--- src/rtl/crypt_uart_loader.sv ---
// UART-loaded key/data/mode registers feeding the 8-bit crypt core.
// Optional even parity: define CRYPT_UART_LOADER_PARITY_EN (default 8N1).
module crypt_uart_loader #(
  parameter int CLKS_PER_BIT = 104
) (
  input  logic       clk,
  input  logic       rst,
  input  logic       rx,
  output logic [7:0] key,
  output logic [7:0] inp,
  output logic       sel,
  output logic       valid,
  output logic       busy,
  output logic       err
);

  localparam logic [15:0] HALF = 16'(CLKS_PER_BIT / 2);
  localparam logic [15:0] LAST = 16'(CLKS_PER_BIT - 1);

  localparam logic [7:0] CMD_K = 8'h4B;
  localparam logic [7:0] CMD_E = 8'h45;
  localparam logic [7:0] CMD_D = 8'h44;

  typedef enum logic [2:0] {
    S_IDLE    = 3'd0,
    S_START   = 3'd1,
    S_DATA    = 3'd2,
    S_STOP    = 3'd3,
`ifdef CRYPT_UART_LOADER_PARITY_EN
    S_WAIT_HI = 3'd4,
    S_PARITY  = 3'd5
`else
    S_WAIT_HI = 3'd4
`endif
  } rx_state_e;

  typedef enum logic {
    P_CMD = 1'b0,
    P_ARG = 1'b1
  } ps_state_e;

  logic        rx_m_q;
  logic        rxs_q;
  rx_state_e   st_q, st_d;
  logic [15:0] cnt_q, cnt_d;
  logic [2:0]  bit_q, bit_d;
  logic [7:0]  sh_q, sh_d;
  logic        perr_q, perr_d;
  logic        byte_done;
  logic        rx_err;

  ps_state_e   ps_q, ps_d;
  logic [7:0]  cmd_q, cmd_d;
  logic [7:0]  key_q, key_d;
  logic [7:0]  inp_q, inp_d;
  logic        sel_q, sel_d;
  logic        valid_q, valid_d;
  logic        err_q, err_d;

  // Two-flop synchronizer; resets to idle-high so no false start.
  always_ff @(posedge clk) begin
    if (rst) begin
      rx_m_q <= 1'b1;
      rxs_q  <= 1'b1;
    end else begin
      rx_m_q <= rx;
      rxs_q  <= rx_m_q;
    end
  end

  // Receiver next-state: bit timing, shifting, frame checks.
  always_comb begin
    st_d      = st_q;
    cnt_d     = cnt_q + 16'd1;
    bit_d     = bit_q;
    sh_d      = sh_q;
    perr_d    = perr_q;
    byte_done = 1'b0;
    rx_err    = 1'b0;
    unique case (st_q)
      S_IDLE: begin
        cnt_d  = 16'd0;
        perr_d = 1'b0;
        if (!rxs_q) st_d = S_START;
      end
      S_START: begin
        if (cnt_q == HALF) begin
          cnt_d = 16'd0;
          bit_d = 3'd0;
          st_d  = rxs_q ? S_IDLE : S_DATA;
        end
      end
      S_DATA: begin
        if (cnt_q == LAST) begin
          cnt_d = 16'd0;
          sh_d  = {rxs_q, sh_q[7:1]};
          bit_d = bit_q + 3'd1;
          if (bit_q == 3'd7) begin
`ifdef CRYPT_UART_LOADER_PARITY_EN
            st_d = S_PARITY;
`else
            st_d = S_STOP;
`endif
          end
        end
      end
`ifdef CRYPT_UART_LOADER_PARITY_EN
      S_PARITY: begin
        if (cnt_q == LAST) begin
          cnt_d = 16'd0;
          st_d  = S_STOP;
          if ((^sh_q) ^ rxs_q) begin
            rx_err = 1'b1;
            perr_d = 1'b1;
          end
        end
      end
`endif
      S_STOP: begin
        if (cnt_q == LAST) begin
          cnt_d = 16'd0;
          if (rxs_q) begin
            st_d      = S_IDLE;
            byte_done = !perr_q;
          end else begin
            st_d   = S_WAIT_HI;
            rx_err = !perr_q;
          end
        end
      end
      S_WAIT_HI: begin
        cnt_d = 16'd0;
        if (rxs_q) st_d = S_IDLE;
      end
      default: st_d = S_IDLE;
    endcase
  end

  // Receiver state registers.
  always_ff @(posedge clk) begin
    if (rst) begin
      st_q   <= S_IDLE;
      cnt_q  <= 16'd0;
      bit_q  <= 3'd0;
      sh_q   <= 8'h00;
      perr_q <= 1'b0;
    end else begin
      st_q   <= st_d;
      cnt_q  <= cnt_d;
      bit_q  <= bit_d;
      sh_q   <= sh_d;
      perr_q <= perr_d;
    end
  end

  // Command parser: command byte then operand byte.
  always_comb begin
    ps_d    = ps_q;
    cmd_d   = cmd_q;
    key_d   = key_q;
    inp_d   = inp_q;
    sel_d   = sel_q;
    valid_d = 1'b0;
    err_d   = 1'b0;
    if (byte_done) begin
      unique case (ps_q)
        P_CMD: begin
          if (sh_q == CMD_K || sh_q == CMD_E || sh_q == CMD_D) begin
            cmd_d = sh_q;
            ps_d  = P_ARG;
          end else begin
            err_d = 1'b1;
          end
        end
        P_ARG: begin
          ps_d = P_CMD;
          unique case (1'b1)
            cmd_q == CMD_K: key_d = sh_q;
            cmd_q == CMD_E: begin
              inp_d   = sh_q;
              sel_d   = 1'b1;
              valid_d = 1'b1;
            end
            cmd_q == CMD_D: begin
              inp_d   = sh_q;
              sel_d   = 1'b0;
              valid_d = 1'b1;
            end
            default: ;
          endcase
        end
        default: ps_d = P_CMD;
      endcase
    end else if (rx_err) begin
      err_d = 1'b1;
      ps_d  = P_CMD;
    end
  end

  // Parser state and output registers.
  always_ff @(posedge clk) begin
    if (rst) begin
      ps_q    <= P_CMD;
      cmd_q   <= 8'h00;
      key_q   <= 8'h00;
      inp_q   <= 8'h00;
      sel_q   <= 1'b0;
      valid_q <= 1'b0;
      err_q   <= 1'b0;
    end else begin
      ps_q    <= ps_d;
      cmd_q   <= cmd_d;
      key_q   <= key_d;
      inp_q   <= inp_d;
      sel_q   <= sel_d;
      valid_q <= valid_d;
      err_q   <= err_d;
    end
  end

  assign key   = key_q;
  assign inp   = inp_q;
  assign sel   = sel_q;
  assign valid = valid_q;
  assign err   = err_q;
  assign busy  = (st_q != S_IDLE);

endmodule

--- config.mk ---
export PLATFORM = sky130hd
export DESIGN_NAME = crypt_uart_loader
export DESIGN_NICKNAME = d
export VERILOG_FILES = /design/src/rtl/crypt_uart_loader.sv
export SDC_FILE = /design/constraint.sdc
export NUM_CORES = 1
export LEC_CHECK = 0
export ABC_AREA = 1
export CAP_MARGIN = 20
export CORE_MARGIN = 2
export CORE_UTILIZATION = 50
export DETAILED_ROUTE_END_ITERATION = 7
export PLACE_DENSITY = 0.69
export SKIP_CTS_REPAIR_TIMING = 1
export SLEW_MARGIN = 20
export SYNTH_ARGS = -nofsm -noshare
export SYNTH_HDL_FRONTEND = slang
export SYNTH_SLANG_ARGS = --single-unit
--- constraint.sdc ---
create_clock -name clk -period 1.9 [get_ports clk]
set_input_delay 0.38 -clock clk [delete_from_list [all_inputs] [get_ports clk]]
set_output_delay 0.38 -clock clk [all_outputs]
set_load 0.01 [all_outputs]
# Word-level counts from Yosys, hierarchy flattened
# Index checks and enable logic that the tools add are counted.
[word_totals]
register_bits = 60
inputBits = 3
out_inout_bits = 20
elab_cells = 85
[op_classes]
n_eq_ne = 19
add_sub_neg = 2
n_bitwise = 2
n_reduce_logical = 18
muxes = 31
[op_table]
columns = ["cell", "count"]
rows = [
  ["equality test 8 x 7 -> 1 bit (second input constant)", 6],
  ["one-hot mux 16 bit (3 select lines)", 1],
  ["2-to-1 mux 16 bit", 2],
  ["2-to-1 mux 3 bit", 9],
  ["adder 16 x 1 -> 16 bit (second input constant)", 1],
  ["equality test 16 x 6 -> 1 bit (second input constant)", 1],
  ["equality test 16 x 7 -> 1 bit (second input constant)", 1],
  ["one-hot mux 3 bit (5 select lines)", 1],
  ["AND reduction 3 bit", 5],
  ["2-to-1 mux 1 bit", 14],
  ["!= test 2 bit (second input constant)", 6],
  ["equality test 3 x 2 -> 1 bit (second input constant)", 2],
  ["equality test 3 bit (second input constant)", 2],
  ["one-hot mux 3 bit (2 select lines)", 1],
  ["AND reduction 6 bit", 1],
  ["nonzero test 2 bit", 3],
  ["OR reduction 2 bit", 3],
  ["one-hot mux 1 bit (2 select lines)", 2],
  ["adder 3 x 1 -> 3 bit (second input constant)", 1],
  ["equality test 3 x 1 -> 1 bit (second input constant)", 1],
  ["zero test 3 bit", 1],
  ["nonzero test 3 bit", 1],
  ["OR reduction 3 bit", 1],
  ["logical OR 1 bit", 2],
  ["3 further kinds", 4],
]

# Longest topological paths before layout
[depth]
ltp_word = 6
depth_mapped = 12
mapped_depth_nobuf = 11

# Worst setup path after synthesis
# OpenSTA, ideal clock, no wires.
[synth_timing]
path_kind = "register to register"
from = "register cnt_q[0]"
to = "register cmd_q[1]"
stages_incl_launch_ff = 12
required_time_ns = 1.784
path_buffers = 1
slack_ns = 0.328
arrival_time_ns = 1.456
period_less_slack_ns = 1.572
setup_time_ns = 0.116
path_cell_list = "dfxtp_1 > ha_1 > inv_2 > nor2_1 > nand2_1 > nor2_4 > nand2_2 > nor2_4 > nand3b_2 > buf_6 > nor2_1 > nor2_1"
[synth_between]
elab_chain_cells = 4
[synth_lines]
columns = ["element", "line_no", "text"]
rows = [
  ["from (decl)", "45", "logic [15:0] cnt_q, cnt_d;"],
  ["from (signal assigned)", "149", "cnt_q <= cnt_d;"],
  ["equality test 16 x 7 -> 1 bit", "120", "if (cnt_q == LAST) begin"],
  ["2-to-1 mux 1 bit", "120", ""],
  ["2-to-1 mux 1 bit", "80", "unique case (st_q)"],
  ["AND reduction 3 bit (no line)", "-", ""],
  ["to (signal assigned)", "212", "cmd_q <= cmd_d;"],
  ["to (decl)", "53", "logic [7:0] cmd_q, cmd_d;"],
]
# No other way between the ends.
# A chain may end at the register's enable or synchronous reset.

# Worst setup path in the final report
[layout_timing]
from = "register st_q[1]"
to = "output port busy"
[layout_between]
elab_chain_cells = 1
[layout_lines]
columns = ["element", "line_no", "text"]
rows = [
  ["from (decl)", "44", "rx_state_e st_q, st_d;"],
  ["from (signal assigned)", "148", "st_q <= st_d;"],
  ["nonzero test 3 bit", "226", "assign busy = (st_q != S_IDLE);"],
  ["to (decl)", "13", "output logic busy,"],
]
# No other way between the ends.

==> flow_metrics.py <==
metrics = {
    "drt": {
        "detailedRoute.firstIterationViolations": 106,
        "drt-vias-per-instance": 4.93,
        "drt-total-wl_mm": 5.31,
        "firstDrtPassIters": 4,
        "vias_after_detailed_routing": 2401,
        "wl_per_cell_um": 10.9,
        "drc": 0,
        "postRouteAntennaNets": 0,
    },
    "global_route": {
        "globalRouteMet1Util_pct": 24.3,
        "number_of_global_route_vias_before_repair": 2198,
        "global_route.overflow_total": 0,
        "largest_net_degree_at_the_start_of_global_routing": 35,
        "grt_antenna_before_repair": 0,
        "aggregate_global_route_resource_usage_pct": 19.5,
        "grt_pass1_wl_mm": 9.63,
        "groute.layer.met2.usage_pct": 32.9,
        "globalRouteMet3Util_pct": 3.22,
        "globalRoute.busiestLayer": "met2",
    },
    "setup_path": {
        "timing.critical_path.arrival_ns": 1.41,
        "critical_path.endpoint_type": "output pin",
        "worstPathRequired_ns": 1.52,
        "reg2reg_to": "cnt_q[10]",
        "worst_r2r_path_depth": 11,
        "reg2reg_from": "cnt_q[0]",
        "worstSetupStartpointType": "flip-flop",
        "setup.worst_path.class": "reg2out",
        "r2r_slack_ns": 0.18,
        "critical_path.max_fanout": 4,
    },
    "floorplan": {
        "floorplan.initialDensity_pct": 51.1,
        "fp.dieArea_mm2": 0.00614,
        "die_w_um": 78.4,
        "total_i_o_pin_count": 23,
        "core-area_mm2": 0.00541,
        "fp-row-count": 27,
        "vertical_die_dimension_um": 78.4,
    },
    "sta": {
        "timing.final.ws_setup_ns": 0.109,
        "worst_slew_margin_rel_pct": 75.6,
        "final.setup.tns_ns": 0,
        "final_worst_path_period_share_pct": 94.3,
        "report.final.setup_viol": 0,
        "maxSlewViolCount": 0,
        "max_slew.worst_pin.slew_ns": 0.366,
        "rsz0062_at_grt": "no",
        "hold_viol": 0,
        "post-route-min-period_ns": 1.79,
        "fin_skew_ns": 0.00600,
        "fmaxAchievable_mhz": 558,
    },
    "logic_synthesis": {
        "synth-warning-count": 0,
        "synth_edf_count": 0,
        "synth_fp_nets": 390,
        "synth_sequential_area_ratio_pct": 43.5,
        "syn-mean-instance-area_um2": 7.22,
        "synth-main-ff-cell": "dfxtp_1",
        "yosys_reg_bits": 60,
        "async_reset_ff_share_pct": 0,
        "cell_variety_after_synth": 30,
        "postSynthCellCount": 383,
        "syn_area_mm2": 0.00276,
    },
    "final_layout": {
        "layout-drive-gt1-share_pct": 8.67,
        "most_frequent_cells_in_the_layout": "75 x nor2_1, 70 x nand2_1, 60 x dfxtp_1, 49 x inv_1, 35 x nand3_1",
        "most_frequent_standard_cell_in_the_layout_excluding_fill_and_tap_cells": "nor2_1",
        "utilization_pct": 60.3,
        "fin_nets": 418,
        "layout.filler_cells": 524,
        "insertedDiodeCount": 0,
        "syn_to_final_growth_pct": 18.0,
    },
    "clock_network": {
        "clk_pin_slew_worst_paths_ns": 0.06,
        "clock_tree.buffer_depth": 2,
        "htreeDepth": 3,
        "worstSkewPairLatency_ns": 0.33,
        "clock_tree_from_tritoncts": "done",
        "cts_sinks": 60,
        "tritoncts.num_buffers": 9,
        "clk_root_buf": "clkbuf_8",
    },
    "worst_hold_path": {
        "whs_path_depth": 1,
        "worstHoldStart": "rx_m_q",
        "hold-path-endpoint": "rxs_q",
        "worst_hold_path_type": "reg2reg",
    },
    "job": {
        "maxCapViolations": 0,
    },
    "placement": {
        "gpl.final_weighted_congestion": 0.799,
        "place_hpwl_mm": 3.75,
        "placement.setup.worst_slack_ns": 0.200,
        "portBuffers": 22,
    },
    "power": {
        "vdd.ir_drop.worst_mv": 0.534,
        "power.density_mw_per_mm2": 897,
        "power.static_leakage_nw": 1.43,
    },
    "status": {
        "run_status": "complete, no violations",
    },
}
-- cell usage after synthesis, types with 2 or more instances --
cell type  instances  area, um2
a211oi_1           9       67.6
a21oi_1           23        115
a31oi_1            4       25.0
buf_1              2       7.51
buf_2              4       20.0
buf_6              4       45.0
clkbuf_1           2       7.51
dfxtp_1           60       1200
ha_1               4       50.1
inv_1             49        184
inv_2              2       7.51
nand2_1           70        263
nand2_2            2       12.5
nand3_1           35        175
nand3_2            2       20.0
nand4_1           10       62.6
nor2_1            75        282
nor2_4             4       45.0
nor3_1             3       15.0
o21ai_0            4       20.0
or2_2              2       12.5
xor2_1             5       43.8
-- layout make-up --
type / instances / area, um2 / area share [%]
Timing Repair Buffer: 30 / 293 / 8.98
Clock buffer: 14 / 173 / 5.29
Clock inverter: 1 / 30.0 / 0.921
Multi-Input combinational cell: 259 / 1280 / 39.4
Sequential cell: 60 / 1200 / 36.8
Inverter: 51 / 191 / 5.87
Tap cell: 72 / 90.1 / 2.76
-- how the worst max path moves through the flow --
stage,cells past startpoint,startpoint,to
floorplan,11,cnt_q[0],cmd_q[1]
global placement,11,cnt_q[0],cnt_q[10]
detailed placement,11,cnt_q[0],cnt_q[10]
CTS,3,st_q[1],busy
global route,3,st_q[2],busy
finish,3,st_q[1],busy
-- metal layers --
metal / routed length [um] / up-vias
met5: 0 / -
met4: 98 / 0
met3: 186 / 10
met2: 2480 / 48
met1: 2540 / 1067
li1: - / 1276
-- critical path, stage by stage, from the launching register on --
cell and delay, ns:
dfxtp_1 0.39, inv_1 0.09, nand2_1 0.08, clkdlybuf4s50_1 0.53
-- metrics by stage --
stage                     hold WS, ns  std cells  power [mW]  instance area (um2)
after floorplan                 0.389        383        1.67                 2760
after global placement          0.409        472        1.78                 3060
after detailed placement        0.417        472        1.79                 3060
after CTS                       0.440        487        2.96                 3260
after global routing            0.461        487        3.09                 3260
final                           0.431        487        2.93                 3260
-- kinds of logic after synthesis --
logic type / Yosys count / synth area share [%]
XOR/XNOR: 6 / 1.90
buffers and inverters: 64 / 10.1
adder cells (fa/ha/maj): 4 / 1.81
flip-flops: 60 / 43.5
AO/OA/AOI/OAI: 41 / 8.51
AND/OR/NAND/NOR: 208 / 34.2
-- registers in the layout, summed over array words and instances, names as in the netlist --
name	cells
ps_q	1
inp	8
key	8
rxs_q	1
sel	1
rx_m_q	1
valid	1
cmd_q	8
st_q	3
bit_q	3
sh_q	8
err	1
cnt_q	16
-- where the power goes --
part | switching (mW) | total [mW] | internal (mW)
Clock | 0.459 | 1.17 | 0.708
Sequential | 0.0400 | 1.34 | 1.30
Combinational | 0.268 | 0.422 | 0.153
Power figures use the tool's default switching activity.
